<file path="src/rtl/spi_ram_bridge.sv">
`default_nettype none
// ============================================================================
// Module   : spi_ram_bridge
// Brief    : SPI-slave frame decoder in front of a single-port RAM, with
//            burst pointer auto-increment and aborted-frame detection.
// Revision : 1.0 - initial parametrised release
// ============================================================================
module spi_ram_bridge #(
    parameter int ADDR_WIDTH = 8,
    parameter int DATA_WIDTH = 8,
    parameter int AUTO_INC   = 1
) (
    input  logic clk,
    input  logic rst,
    input  logic SS_n,
    input  logic MOSI,
    output logic MISO,
    output logic busy,
    output logic frame_err
);
    localparam int MEM_DEPTH = 2 ** ADDR_WIDTH;
    localparam int c_pw      = (ADDR_WIDTH > DATA_WIDTH) ? ADDR_WIDTH : DATA_WIDTH;
    localparam int c_cw      = $clog2(c_pw);

    localparam logic [c_cw-1:0]       c_pw_last  = c_cw'(c_pw - 1);
    localparam logic [c_cw-1:0]       c_dw_last  = c_cw'(DATA_WIDTH - 1);
    localparam logic [c_cw-1:0]       c_cnt_one  = c_cw'(1);
    localparam logic [ADDR_WIDTH-1:0] c_addr_one = ADDR_WIDTH'(1);

    localparam logic [1:0] c_op_wr_addr = 2'b00;
    localparam logic [1:0] c_op_wr_data = 2'b01;
    localparam logic [1:0] c_op_rd_addr = 2'b10;
    localparam logic [1:0] c_op_rd_data = 2'b11;

    typedef enum logic [2:0] {
        S_IDLE     = 3'd0,
        S_CMD      = 3'd1,
        S_PAYLOAD  = 3'd2,
        S_RD_LOAD  = 3'd3,
        S_RD_SHIFT = 3'd4,
        S_DONE     = 3'd5
    } state_t;

    state_t                  r_state;
    logic                    r_op_msb;
    logic [1:0]              r_opcode;
    logic [c_pw-2:0]         r_payload;
    logic [c_cw-1:0]         r_cnt;
    logic [DATA_WIDTH-1:0]   r_shift;
    logic                    r_miso;
    logic                    r_frame_err;
    logic [ADDR_WIDTH-1:0]   r_wptr;
    logic [ADDR_WIDTH-1:0]   r_rptr;
    logic [DATA_WIDTH-1:0]   r_mem [MEM_DEPTH];

    logic [1:0]              w_opcode;
    logic [c_pw-1:0]         w_payload;
    logic [DATA_WIDTH-1:0]   w_rd_word;
    logic                    w_last_payload;
    logic                    w_mem_we;

    assign w_opcode       = {r_op_msb, MOSI};
    assign w_payload      = {r_payload, MOSI};
    assign w_rd_word      = r_mem[r_rptr];
    assign w_last_payload = (r_state == S_PAYLOAD) && !SS_n && (r_cnt == c_pw_last);
    assign w_mem_we       = w_last_payload && (r_opcode == c_op_wr_data);

    assign MISO      = r_miso;
    assign busy      = (r_state != S_IDLE);
    assign frame_err = r_frame_err;

    // RAM contents deliberately survive reset
    always_ff @(posedge clk) begin
        if (w_mem_we) begin
            r_mem[r_wptr] <= w_payload[DATA_WIDTH-1:0];
        end
    end

    always_ff @(posedge clk or posedge rst) begin
        if (rst) begin
            r_state     <= S_IDLE;
            r_op_msb    <= 1'b0;
            r_opcode    <= 2'b00;
            r_payload   <= '0;
            r_cnt       <= '0;
            r_shift     <= '0;
            r_miso      <= 1'b0;
            r_frame_err <= 1'b0;
            r_wptr      <= '0;
            r_rptr      <= '0;
        end else begin
            r_frame_err <= 1'b0;
            case (r_state)
                S_IDLE: begin
                    if (!SS_n) begin
                        r_op_msb <= MOSI;
                        r_state  <= S_CMD;
                    end
                end
                S_CMD: begin
                    if (SS_n) begin
                        r_state     <= S_IDLE;
                        r_frame_err <= 1'b1;
                    end else begin
                        r_opcode <= w_opcode;
                        r_cnt    <= '0;
                        r_state  <= (w_opcode == c_op_rd_data) ? S_RD_LOAD : S_PAYLOAD;
                    end
                end
                S_PAYLOAD: begin
                    if (SS_n) begin
                        r_state     <= S_IDLE;
                        r_frame_err <= 1'b1;
                    end else begin
                        r_payload <= w_payload[c_pw-2:0];
                        if (r_cnt == c_pw_last) begin
                            r_state <= S_DONE;
                            case (r_opcode)
                                c_op_wr_addr: r_wptr <= w_payload[ADDR_WIDTH-1:0];
                                c_op_wr_data: if (AUTO_INC != 0) r_wptr <= r_wptr + c_addr_one;
                                c_op_rd_addr: r_rptr <= w_payload[ADDR_WIDTH-1:0];
                                default: ;
                            endcase
                        end else begin
                            r_cnt <= r_cnt + c_cnt_one;
                        end
                    end
                end
                S_RD_LOAD: begin
                    if (SS_n) begin
                        r_state     <= S_IDLE;
                        r_frame_err <= 1'b1;
                    end else begin
                        // MSB goes out straight away; r_shift holds the remaining bits
                        r_miso  <= w_rd_word[DATA_WIDTH-1];
                        r_shift <= {w_rd_word[DATA_WIDTH-2:0], 1'b0};
                        r_cnt   <= '0;
                        if (AUTO_INC != 0) r_rptr <= r_rptr + c_addr_one;
                        r_state <= S_RD_SHIFT;
                    end
                end
                S_RD_SHIFT: begin
                    if (SS_n) begin
                        r_state     <= S_IDLE;
                        r_frame_err <= 1'b1;
                        r_miso      <= 1'b0;
                    end else if (r_cnt == c_dw_last) begin
                        r_state <= S_DONE;
                        r_miso  <= 1'b0;
                    end else begin
                        r_miso  <= r_shift[DATA_WIDTH-1];
                        r_shift <= {r_shift[DATA_WIDTH-2:0], 1'b0};
                        r_cnt   <= r_cnt + c_cnt_one;
                    end
                end
                S_DONE: begin
                    if (SS_n) r_state <= S_IDLE;
                end
                default: r_state <= S_IDLE;
            endcase
        end
    end
endmodule
`default_nettype wire

</file>
<file path="config.mk">
export PLATFORM = sky130hd
export DESIGN_NAME = spi_ram_bridge
export DESIGN_NICKNAME = d
export VERILOG_FILES = /design/src/rtl/spi_ram_bridge.sv
export SDC_FILE = /design/constraint.sdc
export NUM_CORES = 2
export LEC_CHECK = 0
export BUFFER_PORTS_ARGS = -buffer_cell sky130_fd_sc_hd__buf_4
export CAP_MARGIN = 20
export CORE_AREA = 10 10 322 402
export CTS_CLUSTER_DIAMETER = 30
export CTS_CLUSTER_SIZE = 24
export DETAILED_ROUTE_END_ITERATION = 8
export DIE_AREA = 0 0 332 412
export GPL_TIMING_DRIVEN = 1
export PLACE_DENSITY_LB_ADDON = 0.1
export SLEW_MARGIN = 20
export SYNTH_ARGS = -nofsm -noshare
export SYNTH_HDL_FRONTEND = slang
export SYNTH_SLANG_ARGS = --single-unit
</file>
<file path="constraint.sdc">
create_clock -name clk -period 8.7 [get_ports clk]
set_clock_uncertainty 0.15 [all_clocks]
set_input_delay 0.435 -clock clk [delete_from_list [all_inputs] [get_ports clk]]
set_output_delay 0.435 -clock clk [all_outputs]
set_load 0.05 [all_outputs]
</file>
# --- Word-level counts from Yosys, hierarchy flattened ---
# Memory sizes are Yosys's and may differ from the RTL's.
# Index checks and enable logic that the tools add are counted.
word_totals:
  ram_bits: 2048
  memories: 1
  output_inout_bits: 3
  ff_bits: 42
mem_list:
  columns: ["name", "depth", "word_bits", "read_ports", "rd_clocked_by_memory_dff", "wr", "line", "source"]
  rows:
  - ["r_mem", 256, 8, 1, 0, 1, "54", "logic [DATA_WIDTH-1:0] r_mem [MEM_DEPTH];"]
classes:
  addsub: 3
  n_bitwise: 1
  eq_ne: 21
  muxes: 30
  reduce_logical: 23
op_table:
  columns: ["cell", "count"]
  rows:
  - ["$mux W8", 7]
  - ["$pmux W8 S2", 3]
  - ["$mux W3", 8]
  - ["$ne A2 B2 Y1 const B", 9]
  - ["$add A8 B1 Y8 const B", 2]
  - ["$pmux W3 S5", 1]
  - ["$reduce_and A4 Y1", 3]
  - ["$eq A3 B3 Y1 const B", 3]
  - ["$mux W1", 8]
  - ["$reduce_and A2 Y1", 4]
  - ["$reduce_bool A2 Y1", 4]
  - ["$eq A3 B2 Y1 const B", 2]
  - ["$pmux W3 S2", 1]
  - ["$reduce_and A5 Y1", 1]
  - ["$eq A2 B2 Y1 const B", 2]
  - ["$ne A2 B1 Y1 const B", 2]
  - ["$reduce_or A2 Y1", 2]
  - ["$reduce_or A4 Y1", 1]
  - ["$add A3 B1 Y3 const B", 1]
  - ["$eq A3 B1 Y1 const B", 1]
  - ["$logic_and A1 B1 Y1", 3]
  - ["$logic_not A3 Y1", 1]
  - ["$ne A3 B1 Y1 const B", 1]
  - ["$reduce_and A3 Y1", 1]
  - ["7 further kinds", 7]

# --- Depth between registers and ports, before layout ---
logic_depth:
  word_depth: 6
  ltp_mapped: 13
  depth_no_buf: 9

# --- Worst setup path after synthesis ---
# No wires, ideal clock.
synth_path:
  kind: "register to register"
  from: "register r_payload[3]"
  to: "memory r_mem[0][4] (data pin)"
  setup_slack_ns: 4.519
  t_arrival_ns: 3.220
  path_buffers: 0
  required_time_ns: 7.739
  path_stages_with_launch: 1
  cell_sequence: "dfrtp_1"
synth_lines:
  columns: ["item", "line", "source"]
  rows:
  - ["from (decl)", "47", "logic [c_pw-2:0] r_payload;"]
  - ["from (signal assigned)", "115", "r_payload <= w_payload[c_pw-2:0];"]
  - ["to (decl)", "54", null]
# Straight into the memory's write port.

# --- Worst setup path in the final report ---
layout_path:
  from: "register r_state[0]"
  to: "memory r_mem[169][1], enable pin"
layout_between:
  elab_chain_len: 6
layout_rtl:
  columns: ["item", "line", "source"]
  rows:
  - ["from (decl)", "44", "state_t r_state;"]
  - ["from (signal assigned)", "107", "r_state <= (w_opcode == c_op_rd_data) ? S_RD_LOAD : S_PAYLOAD;"]
  - ["$eq A3 B2 Y1", "65", "assign w_last_payload = (r_state == S_PAYLOAD) && !SS_n && (r_cnt == c_pw_last);"]
  - ["$logic_and A1 B1 Y1 (2 in series)", "65", null]
  - ["$logic_and A1 B1 Y1", "66", "assign w_mem_we = w_last_payload && (r_opcode == c_op_wr_data);"]
  - ["$mux W1", "74", "if (w_mem_we) begin"]
  - ["$mux W1 (implied by the code)", "75", "r_mem[r_wptr] <= w_payload[DATA_WIDTH-1:0];"]
# No other way between the ends.

==> results by group <==
Logic synthesis
  • Syn avg cell area: 20.9 um^2
  • Area leader, netlist: edfxtp_1
  • Distinct cell type count after synthesis: 79
  • Number of synthesized flops with an enable pin: 2,048
  • Async SR Flop Fraction: 0.0196
  • FF+latch count, synth: 2,089
  • Leading post-synthesis cells by cell area: edfxtp_1 75%, mux4_2 13%, mux2i_1 2.6%, nor2_1 1.4%, dfrtp_1 1.2%
  • Yosys Warn Count: 0
  • Cells after Synth: 3,939
  • Synth Cell Area: 82,100 um^2
  • Synth Flop Type: edfxtp_1
  • Synth top area share: 0.749
  • Syn Nets: 3,950
  • Register area share after synthesis: 0.761

Clock tree
  • Clock root buffer: clkbuf_16
  • Postcts setup bufs: 0
  • Clk_lat worst skew: 0.93 ns
  • Clk sink count: 2,089
  • CTS Hold Buffers Added: 2
  • TritonCTS Buffers: 305
  • Post_cts resized: 0
  • H-tree Lvls: 5
  • Clk pin slew, worst setup/hold paths: 0.06 ns
  • CTS tree: done
  • Max clock buf depth: 4

Run status
  • Status: finished, final reports clean

Worst setup path
  • Crit path max-delay cell type: nor3b_2
  • Max stage delay on crit path: 0.92 ns
  • Worst EP required: 9.07 ns
  • CP Cell Sequence: nor4b_4 > nor3b_4 > nand2_1 > nor3b_2 > nand2_1 > nor2_1
  • Setup Crit Path Kind: register to register
  • Startpoint types: register
  • CP Capture Type: register
  • Worst-path maximum fanout: 18
  • CP most frequent cell: nand2_1
  • WP data arrival: 5.65 ns

Global routing
  • Congestion Overflow GR: 0
  • Tot GR Track Use: 0.334
  • Largest net degree at the start of global routing: 181
  • Initial antenna violation count: 9
  • First-pass GRT wire length: 325,000 um
  • Vias in the first global route: 43,800

Routing
  • Iter 0 DRT Violations: 6,574
  • DR WL/cell: 38.4 um
  • Via Count: 43,400
  • Antenna viol nets, final: 0
  • DRT Wirelength: 227,000 um
  • DRT Pass-1 Iters: 9
  • Residual DRC: 0
  • Via density: 7.33

Final layout
  • Fill cell count: 6,047
  • Commonest cells after routing, fill and taps aside: 2,048 x edfxtp_1, 481 x mux4_2, 311 x clkbuf_16
  • Most common cell after layout, fill and taps aside: edfxtp_1
  • Finished Core Util: 0.772
  • Area Growth Syn to Fin: 13.9%
  • Layout cells sized above 1: 0.261
  • Fin cells: 5,921
  • Number of nets in the layout: 4,108

Die
  • Die area: 137,000 um^2
  • Core area: 121,000 um^2
  • Initial Util: 0.677
  • Die width: 332 um
  • Vert. Die Dim: 412 um
  • I/O pin total: 7
  • Core Rows: 143

Placement
  • DP HPWL: 128,000 um
  • Cells after DPL: 5,379
  • Number of port buffers: 6
  • Gpl congestion: 0.914

Pwr
  • Max VDD drop: 0.000475 V
  • Pwr Density: 333 nW/um^2
  • Static Leakage: 29.8 nW

Timing
  • Period utilisation layout: 0.607
  • RSZ-0062 raised after global routing: false
  • Hold slack: 0.0494 ns
  • Slew @ Worst Pin: 1.22 ns
  • Setup TNS: 0 ns
  • Max Slew Vio Count: 0
  • Relative slew slack: 0.184
  • # setup viols final: 0
  • Hold Vio Cnt, Final: 0
  • Shortest period the worst path allows: 5.28 ns
  • Max Fclk: 0.189 GHz

Worst hold path
  • HP Class: input port to register

Run
  • Max cap viols: 0
## Yosys cell counts (22+ instances only)
cell type and number:
a21oi_1 75, buf_2 58, buf_4 53, buf_6 35
clkbuf_1 79, dfrtp_1 41, edfxtp_1 2048, mux2_2 38
mux2i_1 213, mux4_2 481, nand2_1 102, nand3_1 22
nor2_1 304, o21ai_0 61, o221ai_1 34, o22ai_1 30
## per-layer routing
layer / wire length [um] / GRT usage
met1: 75600 / 0.429
met2: 108000 / 0.514
met3: 27600 / 0.0900
met4: 15600 / 0.204
met5: 98 / 0
## registers in the layout (all words and copies together) (netlist names)
register / flops
MISO: 1
frame_err: 1
r_shift: 7
r_state: 3
r_mem: 2048
r_cnt: 3
r_rptr: 8
r_opcode: 2
r_op_msb: 1
r_payload: 7
r_wptr: 8
## area by class of cell
class	count	area, um^2	share of cell area
antenna	2	5.00	0.0000535
clock buffer	339	7910	0.0845
clock inverter	195	2130	0.0228
inverter	10	40.0	0.000428
multi-input combinational	1605	18100	0.193
sequential	2089	62600	0.669
tap	1595	2000	0.0213
timing repair buffer	86	838	0.00896
## path summary, 6_finish.rpt
check | start | depth (start not counted) | slack, ns | endpoint
min in group asynchronous | rst | 4 | 0.15 | r_payload[4]
worst max register to register | r_state[0] | 6 | 3.42 | r_mem[169][1]
worst min register to register | r_shift[5] | 2 | 0.35 | r_shift[5]
worst min-delay path | MOSI | 1 | 0.05 | r_mem[214][0]
worst max-delay path | r_state[0] | 6 | 3.42 | r_mem[169][1]
max in group asynchronous | rst | 4 | 7.79 | r_payload[0]
## cell families after synthesis
group / Yosys count / synth area share
simple gates: 524 / 0.0279
compound gates: 341 / 0.0282
mux: 732 / 0.163
xor+xnor: 1 / 0.000107
flops: 2089 / 0.761
fa+ha+maj: 7 / 0.00107
buf+inv: 245 / 0.0186
## worst max-delay path, delay by kind of cell, from the launching register on
family / cells / cell delay (ns)
and+or+nand+nor: 6 / 4.19
DFF: 1 / 0.55
## stage by stage
step / power (W) / instance area, um^2 / setup slack, ns
final: 0.0311 / 93600 / 3.42
after global routing: 0.0318 / 93600 / 3.30
after CTS: 0.0310 / 93500 / 3.52
after detailed placement: 0.0191 / 83500 / 3.56
after global placement: 0.0190 / 83400 / 3.28
after floorplan: 0.0169 / 82100 / 4.52
## where the power goes
part	total (W)	internal, W	switching, W
Sequential	0.0126	0.0121	0.000589
Clock	0.0120	0.00735	0.00468
Combinational	0.00646	0.00236	0.00410
Power figures use the tool's default switching activity.
